$ cat config.mk
export PLATFORM = sky130hd
export DESIGN_NAME = fetch_pc_ctrl
export DESIGN_NICKNAME = d
export VERILOG_FILES = /design/src/rtl/fetch_pc_ctrl_pkg.sv /design/src/rtl/fetch_redirect_buf.sv /design/src/rtl/fetch_pc_ctrl.sv
export SDC_FILE = /design/constraint.sdc
export NUM_CORES = 1
export LEC_CHECK = 0
export CORE_ASPECT_RATIO = 0.9
export CORE_MARGIN = 3
export CORE_UTILIZATION = 46
export CTS_CLUSTER_DIAMETER = 200
export DETAILED_ROUTE_END_ITERATION = 8
export PLACE_DENSITY = 0.81
export SLEW_MARGIN = 20
export SYNTH_ARGS = -nofsm -noshare
export SYNTH_HDL_FRONTEND = slang
export SYNTH_HIERARCHICAL = 1
export SYNTH_SLANG_ARGS = --single-unit
$ cat constraint.sdc
create_clock -name clk -period 2.9 [get_ports clk]
set_input_delay 0.58 -clock clk [delete_from_list [all_inputs] [get_ports clk]]
set_output_delay 0.58 -clock clk [all_outputs]
set_load 0.005 [all_outputs]
$ cat src/rtl/fetch_pc_ctrl_pkg.sv
`default_nettype none
// ============================================================================
// Module      : fetch_pc_ctrl_pkg
// Description : Shared state encodings, address constants and the fetch
//               address-legality helper for the fetch PC controller.
// Revision    : 1.0 - initial release
// ============================================================================
package fetch_pc_ctrl_pkg;

  // Fetch sequencer states: one idle cycle after reset, then request/wait.
  typedef enum logic [1:0] {
    FPC_BOOT = 2'd0,
    FPC_RUN  = 2'd1,
    FPC_WAIT = 2'd2
  } fpc_state_e;

  localparam logic [31:0] c_RESET_PC  = 32'h0000_3000;
  localparam logic [31:0] c_EXC_ENTRY = 32'h0000_4180;
  localparam logic [31:0] c_IM_LO     = 32'h0000_3000;
  localparam logic [31:0] c_IM_HI     = 32'h0000_4ffc;

  // A fetch address is illegal when it is not word aligned or falls outside
  // the instruction memory window [lo, hi].
  function automatic logic addr_bad(input logic [31:0] addr,
                                    input logic [31:0] lo,
                                    input logic [31:0] hi);
    return (addr[1:0] != 2'b00) || (addr < lo) || (addr > hi);
  endfunction

endpackage
`default_nettype wire

$ cat src/rtl/fetch_redirect_buf.sv
`default_nettype none
// ============================================================================
// Module      : fetch_redirect_buf
// Description : Holds a branch/jump target that arrived while the delay-slot
//               fetch was still outstanding, until that fetch completes.
// Revision    : 1.0 - initial release
// ============================================================================
module fetch_redirect_buf (
  input  logic        clk,
  input  logic        rst,
  input  logic        i_set,
  input  logic [31:0] i_tgt,
  input  logic        i_consume,
  input  logic        i_clear,
  output logic        o_pend_v,
  output logic [31:0] o_pend_tgt
);

  logic        r_pend_v;
  logic [31:0] r_pend_tgt;

  // Clear (exception/eret) beats set, set beats consume; the target is only
  // captured on set so a stale value is harmless once the valid bit drops.
  always_ff @(posedge clk or posedge rst) begin
    if (rst) begin
      r_pend_v   <= 1'b0;
      r_pend_tgt <= 32'h0000_0000;
    end else if (i_clear) begin
      r_pend_v   <= 1'b0;
    end else if (i_set) begin
      r_pend_v   <= 1'b1;
      r_pend_tgt <= i_tgt;
    end else if (i_consume) begin
      r_pend_v   <= 1'b0;
    end
  end

  assign o_pend_v   = r_pend_v;
  assign o_pend_tgt = r_pend_tgt;

endmodule
`default_nettype wire

$ cat src/rtl/fetch_pc_ctrl.sv
`default_nettype none
// ============================================================================
// Module      : fetch_pc_ctrl
// Description : Fetch PC register and sequencer. Selects between PC+4, the
//               ID-stage redirect target, exception entry and eret return,
//               honouring stalls, the IM ready handshake and the delay slot.
// Revision    : 1.0 - initial release
// ============================================================================
module fetch_pc_ctrl
  import fetch_pc_ctrl_pkg::*;
#(
  parameter logic [31:0] RESET_PC  = c_RESET_PC,
  parameter logic [31:0] EXC_ENTRY = c_EXC_ENTRY,
  parameter logic [31:0] IM_LO     = c_IM_LO,
  parameter logic [31:0] IM_HI     = c_IM_HI
) (
  input  logic        clk,
  input  logic        reset,
  input  logic        stall,
  input  logic        jump_valid,
  input  logic [31:0] jump_target,
  input  logic        exc_req,
  input  logic        eret_req,
  input  logic [31:0] epc,
  input  logic        im_rdy,
  output logic        im_req,
  output logic [31:0] im_addr,
  output logic [31:0] pc,
  output logic [31:0] pc_4,
  output logic        if_valid,
  output logic        fetch_adel
);

  fpc_state_e  r_state;
  fpc_state_e  w_state_nxt;
  logic [31:0] r_pc;
  logic [31:0] w_pc_nxt;
  logic [31:0] w_pc_4;
  logic        w_fetch_done;
  logic        w_pend_set;
  logic        w_pend_consume;
  logic        w_pend_clear;
  logic        w_pend_v;
  logic [31:0] w_pend_tgt;

  assign w_pc_4       = r_pc + 32'd4;
  assign im_req       = (r_state != FPC_BOOT);
  assign w_fetch_done = im_req & im_rdy & ~stall;

  fetch_redirect_buf u_redirect_buf (
    .clk        (clk),
    .rst        (reset),
    .i_set      (w_pend_set),
    .i_tgt      (jump_target),
    .i_consume  (w_pend_consume),
    .i_clear    (w_pend_clear),
    .o_pend_v   (w_pend_v),
    .o_pend_tgt (w_pend_tgt)
  );

  // Next state tracks the IM handshake; the PC source chain is strictly
  // prioritised, with exception/eret overriding stall and the open fetch.
  always_comb begin
    w_state_nxt    = r_state;
    w_pc_nxt       = r_pc;
    w_pend_set     = 1'b0;
    w_pend_consume = 1'b0;
    w_pend_clear   = 1'b0;

    case (r_state)
      FPC_BOOT: w_state_nxt = FPC_RUN;
      FPC_RUN,
      FPC_WAIT: w_state_nxt = im_rdy ? FPC_RUN : FPC_WAIT;
      default:  w_state_nxt = FPC_BOOT;
    endcase

    if (exc_req) begin
      w_pc_nxt     = EXC_ENTRY;
      w_pend_clear = 1'b1;
      w_state_nxt  = FPC_RUN;
    end else if (eret_req) begin
      w_pc_nxt     = epc;
      w_pend_clear = 1'b1;
      w_state_nxt  = FPC_RUN;
    end else if (jump_valid && !stall && w_fetch_done) begin
      // The fetch finishing now is the delay slot, so redirect right away.
      w_pc_nxt = jump_target;
    end else if (jump_valid && !stall) begin
      // Delay slot still outstanding: park the target until it completes.
      w_pend_set = 1'b1;
    end else if (w_pend_v && w_fetch_done) begin
      w_pc_nxt       = w_pend_tgt;
      w_pend_consume = 1'b1;
    end else if (w_fetch_done) begin
      w_pc_nxt = w_pc_4;
    end
  end

  // State and PC registers; reset clears everything immediately.
  always_ff @(posedge clk or posedge reset) begin
    if (reset) begin
      r_state <= FPC_BOOT;
      r_pc    <= RESET_PC;
    end else begin
      r_state <= w_state_nxt;
      r_pc    <= w_pc_nxt;
    end
  end

  assign pc         = r_pc;
  assign pc_4       = w_pc_4;
  assign im_addr    = r_pc;
  assign if_valid   = w_fetch_done & ~exc_req & ~eret_req;
  assign fetch_adel = im_req & addr_bad(r_pc, IM_LO, IM_HI);

endmodule
`default_nettype wire

==> results of run 1 <==
[area by class of cell]
type | count | area [sq um]
Clock buffer | 13 | 270
Multi-Input combinational cell | 368 | 2880
Clock inverter | 3 | 45.0
Sequential cell | 67 | 1680
Fill cell | 781 | 2700
Inverter | 19 | 73.8
Timing Repair Buffer | 270 | 2490
Tap cell | 129 | 161
[repair_timing]
item	CTS	global route
resized for setup	74	28
buffers inserted	21	8
setup endpoints to repair	17	16
pin swaps	15	16
[critical path, stage by stage (launching register included)]
cell and delay [ns]:
dfrtp_1 0.36, buf_4 0.12, nand4_4 0.11, buf_6 0.14, or4_4 0.57, buf_6 0.14
buf_6 0.10, o21a_1 0.19, or2_4 0.23, buf_6 0.11
[power groups by stage]
stage                     clock network (mW)  logic (mW)  registers (mW)
after floorplan                            0       0.415            1.15
after global placement                     0       0.894            1.14
after detailed placement                   0       0.906            1.15
after CTS                               1.16       0.919            1.13
after global routing                    1.20        1.00            1.15
final                                   1.16       0.942            1.14
[cell usage after synthesis, types with 8 or more instances]
cell type / n
a211oi_1: 8
a21oi_1: 26
a22o_1: 9
buf_4: 36
clkbuf_1: 25
dfrtp_1: 65
inv_1: 18
mux2_4: 30
nand2_1: 37
nand3_1: 17
nor2_1: 25
nor3_1: 14
nor4_1: 10
o211ai_1: 9
o21ai_0: 22
o221ai_1: 9
or3_1: 8
xnor2_1: 12
[layer usage]
metal / track usage [%] / wire length [microns] / vias up
met1: 44.8 / 8320 / 2683
met3: 6.02 / 1720 / 63
met2: 56.2 / 9710 / 344
met5: 0 / 0 / -
li1: - / - / 2368
met4: 11.6 / 677 / 0
[kinds of logic (layout without fill, tap and decap cells)]
kind of cell	after synthesis	count (layout)	share of synthesized area, %
compound gates	150	150	22.3
xor+xnor	19	19	3.40
fa+ha+maj	3	3	0.767
buf+inv	88	305	11.0
flops	67	67	34.3
mux	34	34	10.1
simple gates	162	162	18.2
[registers in the layout (all words and copies together) (netlist names)]
| signal | cells |
|---|---|
| u_redirect_buf/o_pend_v | 1 |
| r_state | 2 |
| u_redirect_buf/o_pend_tgt | 32 |
| im_addr | 32 |
[through the flow]
step	TNS [ns]	util [%]	worst slack [ns]	power (mW)	cell area (sq um)
global placement	-0.0241	67.0	-0.0155	2.04	6890
detailed placement	-0.111	67.0	-0.0757	2.05	6890
finish	-0.185	73.8	-0.0874	3.23	7590
floorplan	0	-	0.314	1.57	4890
CTS	-0.476	72.9	-0.132	3.21	7500
global route	-0.471	73.8	-0.146	3.35	7590
[final timing paths]
check	slack, ns	from	cells past startpoint	endpoint
min in group asynchronous	0.70	reset	3	u_redirect_buf/o_pend_tgt[30]$_DFFE_PP0P_
max in group asynchronous	1.82	reset	3	im_addr[12]$_DFFE_PP1P_
worst max-delay path	-0.09	im_addr[7]$_DFFE_PP0P_	9	pc_4[20]
worst min-delay path	0.50	u_redirect_buf/o_pend_tgt[13]$_DFFE_PP0P_	1	u_redirect_buf/o_pend_tgt[13]$_DFFE_PP0P_
worst min register to register	0.50	u_redirect_buf/o_pend_tgt[13]$_DFFE_PP0P_	1	u_redirect_buf/o_pend_tgt[13]$_DFFE_PP0P_
worst max register to register	0.37	r_state[0]$_DFF_PP0_	7	im_addr[28]$_DFFE_PP0P_
==> summary.md, run 1 <==
| Metric | Value |
|---|---|
| Worst vdd ir | `381 uV` |
| Initial antenna violation count | `0` |
| Sw power | `907 uW` |
| Rows | `35` |
| Total number of vias | `5,458` |
| Unrepaired setup endpoints after global routing | `yes` |
| Pre-antenna DRT Iters | `7` |
| Hold/Removal Path Class | `reg2reg` |
| Post-synth ARST share | `100%` |
| Startpoint types | `register` |
| WP data required | `2.32 ns` |
| CP Data Arrival Time | `between 2 and 2.5 ns` |
| Failing checks | `setup timing` |
| IO Port Bufs | `169` |
| Post-Syn Area | `roughly 4900 sq um` |
| WL per Instance | `23.5 microns` |
| Synthesis-to-layout area growth | `55.1%` |
| Mapped Avg Cell Area | `~9.4 sq um` |
| Final setup fails | `3` |
| Yosys warns | `6` |
| Antenna diodes | `0` |
| EDFF count, synth | `0` |
| Clk_lat worst skew | `around 0.33 ns` |
| Tmin final | `approximately 3 ns` |
| CTS Sinks | `67` |
| Total CTS buffers | `9` |
| Core box area | `around 10,000 sq um` |
| Switching Share | `about 28%` |
| Slew margin rel. | `31.1%` |
| Clk pwr share | `35.7%` |
| Initial core utilization | `47.6%` |
| Fin. max-slew vios | `0` |
| Largest net degree at the start of global routing | `38` |
| Final hold violations | `0` |
| Share of cells above drive strength 1 | `between 20 and 30%` |
| Worst Hold Slack | `0.500 ns` |
| Combinational share of power | `29.1%` |
| Vias in the first global route | `between 5,000 and 6,000` |
| PnR worst setup slack | `-0.0874 ns` |
| Outcome | `finished with violations` |
| Synth top area cells | `dfrtp_1, mux2_4, buf_4` |
| Sequential share of power | `35.2%` |
| Num ports | `170` |
| Final ANT Viol Nets | `0` |
| # nets final | `between 800 and 900` |
| Clock Tree Buf Depth | `2` |
| Clock tree root driver cell | `clkbuf_16` |
| Most frequent cells in the layout | `clkdlybuf4s50_1, buf_4, dfrtp_1` |
| P_int | `about 2.3 mW` |
| Register area share after synthesis | `between 30% and 40%` |
| PwrDens | `426 nW/um^2` |
| First-pass GRT wire length | `31.6 mm` |
| Grt total ovfl | `0` |
| Initial DRC Count | `between 500 and 600` |
| Hold buffers post-CTS | `0` |
| Commonest non-fill, non-tap cell in the layout | `clkdlybuf4s50_1` |
| Crit share post-route | `103%` |
| Total of max-cap violations | `0` |
| Hpwl dp | `around 15 mm` |
| Synth cell types | `75` |
| FF+latch count, synth | `between 60 and 70` |
| Worst Path Class, Setup | `reg2out` |
| Syn Nets | `about 600` |
| Dpl cells | `~830` |
| Share of the synthesized area in the top cell type | `about a third` |
| Top_reg_cell synth | `dfrtp_1` |
| Largest area contributor in the netlist | `dfrtp_1` |
| Fmax | `between 300 and 400 MHz` |
| Worst clock skew | `0.00716 ns` |
| Maximum level of the CTS H-tree | `3` |
| Final non-filler cell total | `just under 900` |
| Post-synthesis cell count | `523` |
| GPL Wtd Cong | `between 0.9 and 1` |
| GRT Total Usage | `approximately a third` |
| Die height | `between 100 and 150 microns` |
| Routed WL | `roughly 20 mm` |
| CTS tree | `done` |
| Reg clk slew, reported paths | `0.06 ns` |
| Crit end category | `output port` |
| Worst-Margin Slew | `around 1 ns` |
| CP max FO | `4` |
| Via/cell ratio | `6.28` |
| DRC | `0` |
| Die W | `115 microns` |
| Leak | `3.23 nW` |
| Die area | `between 10,000 and 15,000 sq um` |
Note: power is estimated with default switching activity, not from simulation.
==> inputs of run 2 (changes only) <==
--- a/config.mk
+++ b/config.mk
@@ -6,12 +6,10 @@
 export NUM_CORES = 1
 export LEC_CHECK = 0
 export CORE_ASPECT_RATIO = 0.9
-export CORE_MARGIN = 3
 export CORE_UTILIZATION = 46
 export CTS_CLUSTER_DIAMETER = 200
 export DETAILED_ROUTE_END_ITERATION = 8
 export PLACE_DENSITY = 0.81
-export SLEW_MARGIN = 20
 export SYNTH_ARGS = -nofsm -noshare
 export SYNTH_HDL_FRONTEND = slang
 export SYNTH_HIERARCHICAL = 1
==> run 2 against run 1 <==
Compared with the run above:
- the flow still finishes with violations (setup timing)
- die area is 7.2% lower
- setup slack lost 0.011 ns
- register-to-register slack improved by 0.06 ns
- combinational power about the same
- clock power shrank 9%
- critical path depth is 1 lower
- cell area up 0.58%
- sequential share of layout area decreased by 0.13 points
- hold slack improved by 0.011 ns
- clock skew fell by 0.00053 ns
- non-clock buffer count rose by 5
- first-iteration DRC count rose by 6.2%
- largest power group is now registers
==> summary.md, run 2 (synthesis gave the netlist of run 1 again) <==
| Metric | Value |
|---|---|
| Outcome | `finished with violations` |
| Failing checks | `setup timing` |
| Clock tree root driver cell | `clkbuf_16` |
| First-pass GRT wire length | `approximately 30 mm` |
| Total number of vias | `5,761` |
| HP Start | `u_redirect_buf/o_pend_tgt[9]$_DFFE_PP0P_` |
| Synthesis-to-layout area growth | `56.0%` |
| IO Port Bufs | `169` |
| GPL Wtd Cong | `a little under 1` |
| Fill count | `just over 700` |
| DRC | `0` |
| PwrDens | `411 nW/um^2` |
| Hold/Removal Path Class | `reg2reg` |
| GRT Total Usage | `36.0%` |
| Worst-Margin Slew | `0.922 ns` |
| Initial antenna violation count | `0` |
| Final non-filler cell total | `between 800 and 900` |
| Hold path depth | `1` |
| Num ports | `between 150 and 200` |
| PnR worst setup slack | `-0.0981 ns` |
| Fmax | `between 300 and 400 MHz` |
| Total of max-cap violations | `0` |
| Total CTS buffers | `9` |
| Routed WL | `between 20 and 25 mm` |
| Pre-antenna DRT Iters | `5` |
| Worst Path Class, Setup | `reg2out` |
| Vias in the first global route | `approximately 5,600` |
| WHS Endpoint | `u_redirect_buf/o_pend_tgt[9]$_DFFE_PP0P_` |
| WL per Instance | `~24 microns` |
| Largest net degree at the start of global routing | `35` |
| Dpl cells | `828` |
| R2R Setup Slk | `0.43 ns` |
| Worst Hold Slack | `approximately 0.5 ns` |
| Core box area | `10,300 sq um` |
| Reg2reg end | `im_addr[15]$_DFFE_PP0P_` |
| Initial DRC Count | `~530` |
| Rows | `35` |
| Hpwl dp | `around 14 mm` |
| Hold buffers post-CTS | `0` |
| Tmin final | `3.00 ns` |
| Clk_lat worst skew | `0.33 ns` |
| # nets final | `815` |
| Die area | `11,100 sq um` |
| Via/cell ratio | `about 6.6` |
| Final setup fails | `9` |
| Commonest non-fill, non-tap cell in the layout | `clkdlybuf4s50_1` |
| Reg2Reg Depth | `7` |
| Unrepaired setup endpoints after global routing | `yes` |
| Reg2Reg Launch Point | `r_state[0]$_DFF_PP0_` |
| Worst clock skew | `approximately 0.0066 ns` |
| Share of cells above drive strength 1 | `between 20% and 30%` |
| Grt total ovfl | `0` |
| CTS tree | `done` |
| CTS Sinks | `between 60 and 70` |
| Fin. max-slew vios | `0` |
| Worst vdd ir | `between 300 and 400 uV` |
| Antenna diodes | `0` |
| Die W | `111 microns` |
| Final hold violations | `0` |
| Startpoint types | `register` |
| Reg clk slew, reported paths | `0.06 ns` |
| Final ANT Viol Nets | `0` |
| Most frequent cells in the layout | `clkdlybuf4s50_1, buf_4, dfrtp_1` |
| Slew margin rel. | `between 30 and 40%` |
| Crit share post-route | `103%` |
| Clock Tree Buf Depth | `2` |
| WP data required | `approximately 2.3 ns` |
| Die height | `99.8 microns` |
| Initial core utilization | `around 48%` |
| CP Data Arrival Time | `2.42 ns` |
| CP max FO | `2` |
| Crit end category | `output port` |
| Maximum level of the CTS H-tree | `3` |
| Leak | `between 3 and 4 nW` |
==> run 2: timing repair <==
action | CTS | global route
setup buffers | 18 | 12
endpoints found under the hold margin | 0 | 0
cloned | 1 | 0
pin swaps | 11 | 16
setup endpoints to repair | 16 | 13
resized for setup | 64 | 43
==> run 2: worst max-delay path: stages (launching register included) <==
cell     delay [ns]
dfrtp_1        0.35
nand4_1        0.15
buf_4          0.18
buf_6          0.11
or4_4          0.43
buf_6          0.14
or4b_4         0.54
nand2_2        0.08
buf_2          0.11
==> run 2: worst max path at each step <==
stage / from / endpoint / slack [ns] / depth (start not counted)
floorplan: im_addr[2]$_DFFE_PP0P_ / pc_4[20] / 0.31 / 7
detailed placement: im_addr[13]$_DFFE_PP1P_ / pc_4[31] / -0.08 / 5
global placement: im_addr[13]$_DFFE_PP1P_ / pc_4[31] / -0.07 / 5
CTS: im_addr[8]$_DFFE_PP0P_ / pc_4[20] / -0.12 / 7
global route: im_addr[10]$_DFFE_PP0P_ / pc_4[23] / -0.13 / 8
finish: im_addr[11]$_DFFE_PP0P_ / pc_4[23] / -0.1 / 8
==> run 2: per-stage QoR <==
stage | setup TNS (ns) | total power [mW] | cell area (sq um) | setup WS, ns | util (%)
floorplan | 0 | 1.57 | 4890 | 0.314 | -
CTS | -0.443 | 3.09 | 7470 | -0.116 | 72.6
global route | -0.961 | 3.23 | 7630 | -0.132 | 74.2
global placement | -0.0698 | 2.02 | 6900 | -0.0698 | 67.1
detailed placement | -0.196 | 2.05 | 6900 | -0.0751 | 67.1
finish | -0.567 | 3.14 | 7630 | -0.0981 | 74.2
==> run 2: layout make-up <==
class	instances	area, sq um	share of cell area, %
Inverter	19	71.3	0.934
Clock inverter	2	12.5	0.164
Multi-Input combinational cell	369	2940	38.5
Clock buffer	14	264	3.46
Timing Repair Buffer	275	2500	32.8
Sequential cell	67	1680	22.0
Tap cell	129	161	2.11
==> run 2: routing by layer <==
layer	global-route usage, %	vias up	routed length [microns]
li1	-	2381	-
met1	46.4	2756	7830
met2	58.1	505	9400
met3	7.55	119	2270
met4	17.9	0	1160
met5	0	-	0
==> run 2: where the power goes <==
part / internal [mW] / total (mW) / switching [mW]
clock: 0.626 / 1.05 / 0.422
combinational: 0.533 / 0.945 / 0.412
sequential: 1.05 / 1.14 / 0.0909
==> variant (settings of run 1) <==
Encoding of `fpc_state_e`: now one-hot (3 bits for 3 states).
--- a/src/rtl/fetch_pc_ctrl_pkg.sv
+++ b/src/rtl/fetch_pc_ctrl_pkg.sv
@@ -9,8 +9,8 @@
 
   // Fetch sequencer states: one idle cycle after reset, then request/wait.
-  typedef enum logic [1:0] {
-    FPC_BOOT = 2'd0,
-    FPC_RUN  = 2'd1,
-    FPC_WAIT = 2'd2
+  typedef enum logic [2:0] {
+    FPC_BOOT = 3'b001,
+    FPC_RUN  = 3'b010,
+    FPC_WAIT = 3'b100
   } fpc_state_e;
 
Formal check against the unedited RTL: same outputs for any inputs over 10 cycles, from zero or initial values and one cycle with reset high; not proved beyond that.
==> variant against run 1 <==
  * Total power decreased by 2.9%
  * Setup slack improved by 0.16 ns
  * Wire length decreased by 4.9%
  * Synthesized area decreased by 1.2%
  * Final area decreased by 1.3%
  * Sequential cell count increased by 1
  * Sequential share of layout area increased by 0.65 points
  * Die area decreased by 1.1%
  * Count of clock-buffer cells in the layout decreased by 3
  * First-iteration DRC count decreased by 16%
  * Critical endpoint is now pc_4[17]
==> variant: results (changes against run 1) <==
nets: 814  # +0.62%
r2r_start: "r_state[0]"
grt.total_usage: 0.3267  # -0.01360
wl_per_cell_um: 22.24  # -5.4%
setup_viol: 0  # -3
setup.worst_path.start: "im_addr[13]"
cts-resized-gates: 35  # -53%
grt_util_met1: 0.4294  # -0.01844
viasPerCell: 6.046  # -3.7%
drt_iter0_drc: 423  # -16%
power_density_nw_per_um2: 419.0  # -1.7%
seq_area_frac_synth: 0.3526  # +0.009426
firstDrtPassIters: 6  # -1
syn-num-nets: 601  # +0.67%
drt-met1-wl_um: 7993  # -3.9%
synth.cells.most_frequent: "65 x dfrtp_1, 40 x nand2_1, 34 x buf_4, 31 x a21oi_1, 30 x mux2_4"
grt_pass1_vias: 5340  # -5.9%
met2_usage: 0.5198  # -0.04171
r2r_slack_ns: 0.34  # -0.03 ns
met2WireLength_um: 8967  # -7.6%
status: "finished, final reports clean"
drive_above_1_share: 0.2557  # -0.02539
cp_top_family: "buffers and inverters"
max_stage_delay_ns: 0.54  # -0.03 ns
use_met3: 0.08086  # +0.02070
r2r-end: "u_redirect_buf/o_pend_tgt[8]"
cp_slowest_cell: "dfstp_2"
fin_worst_skew_ns: 0.01136  # +0.004205 ns
met3WireLength_um: 1897  # +10%
p_sw_mw: 0.9059  # -0.15%
slew_headroom: 0.5644  # +0.2533
ir_drop_uv: 282.1  # -26%
clkPwrFrac: 0.363  # +0.006
p_seq_frac: 0.366  # +0.014
synth_area_per_cell_um2: 9.144  # -2.3%
fill_cells: 733  # -6.1%
post-cts-setup-buffer-count: 17  # -19%
hold_slack_ns: 0.5149  # +0.01467 ns
post-place-ws_ns: 0.02292  # +0.09864 ns
wl_um: 19420  # -4.9%
variant: changes by cell type after synthesis, moves of 5 or more:
cell | before | now
o22ai_1 | 4 | 10
a21oi_1 | 26 | 31
nor3_1 | 14 | 20
o221ai_1 | 9 | 4
a22o_1 | 9 | 2
variant: kinds of logic (layout without fill, tap and decap cells):
family	Yosys count	count (layout)	share of synthesized area
AOI/OAI and AO/OA	139	139	0.1943
and+or+nand+nor	168	168	0.1824
buffers and inverters	89	307	0.1097
adders and majority gates	1	1	0.002586
DFF	68	68	0.3526
muxes	40	40	0.1151
xor gates and xnor gates	24	24	0.04346
variant: final cells by class:
type | instances | area [um2] | share of cell area
clock buffer | 10 | 229.0 | 0.03055
inverter | 21 | 78.83 | 0.01052
sequential | 68 | 1707 | 0.2277
tap | 126 | 157.7 | 0.02103
clock inverter | 6 | 72.57 | 0.009681
timing repair buffer | 270 | 2476 | 0.3303
multi-input combinational | 372 | 2775 | 0.3702
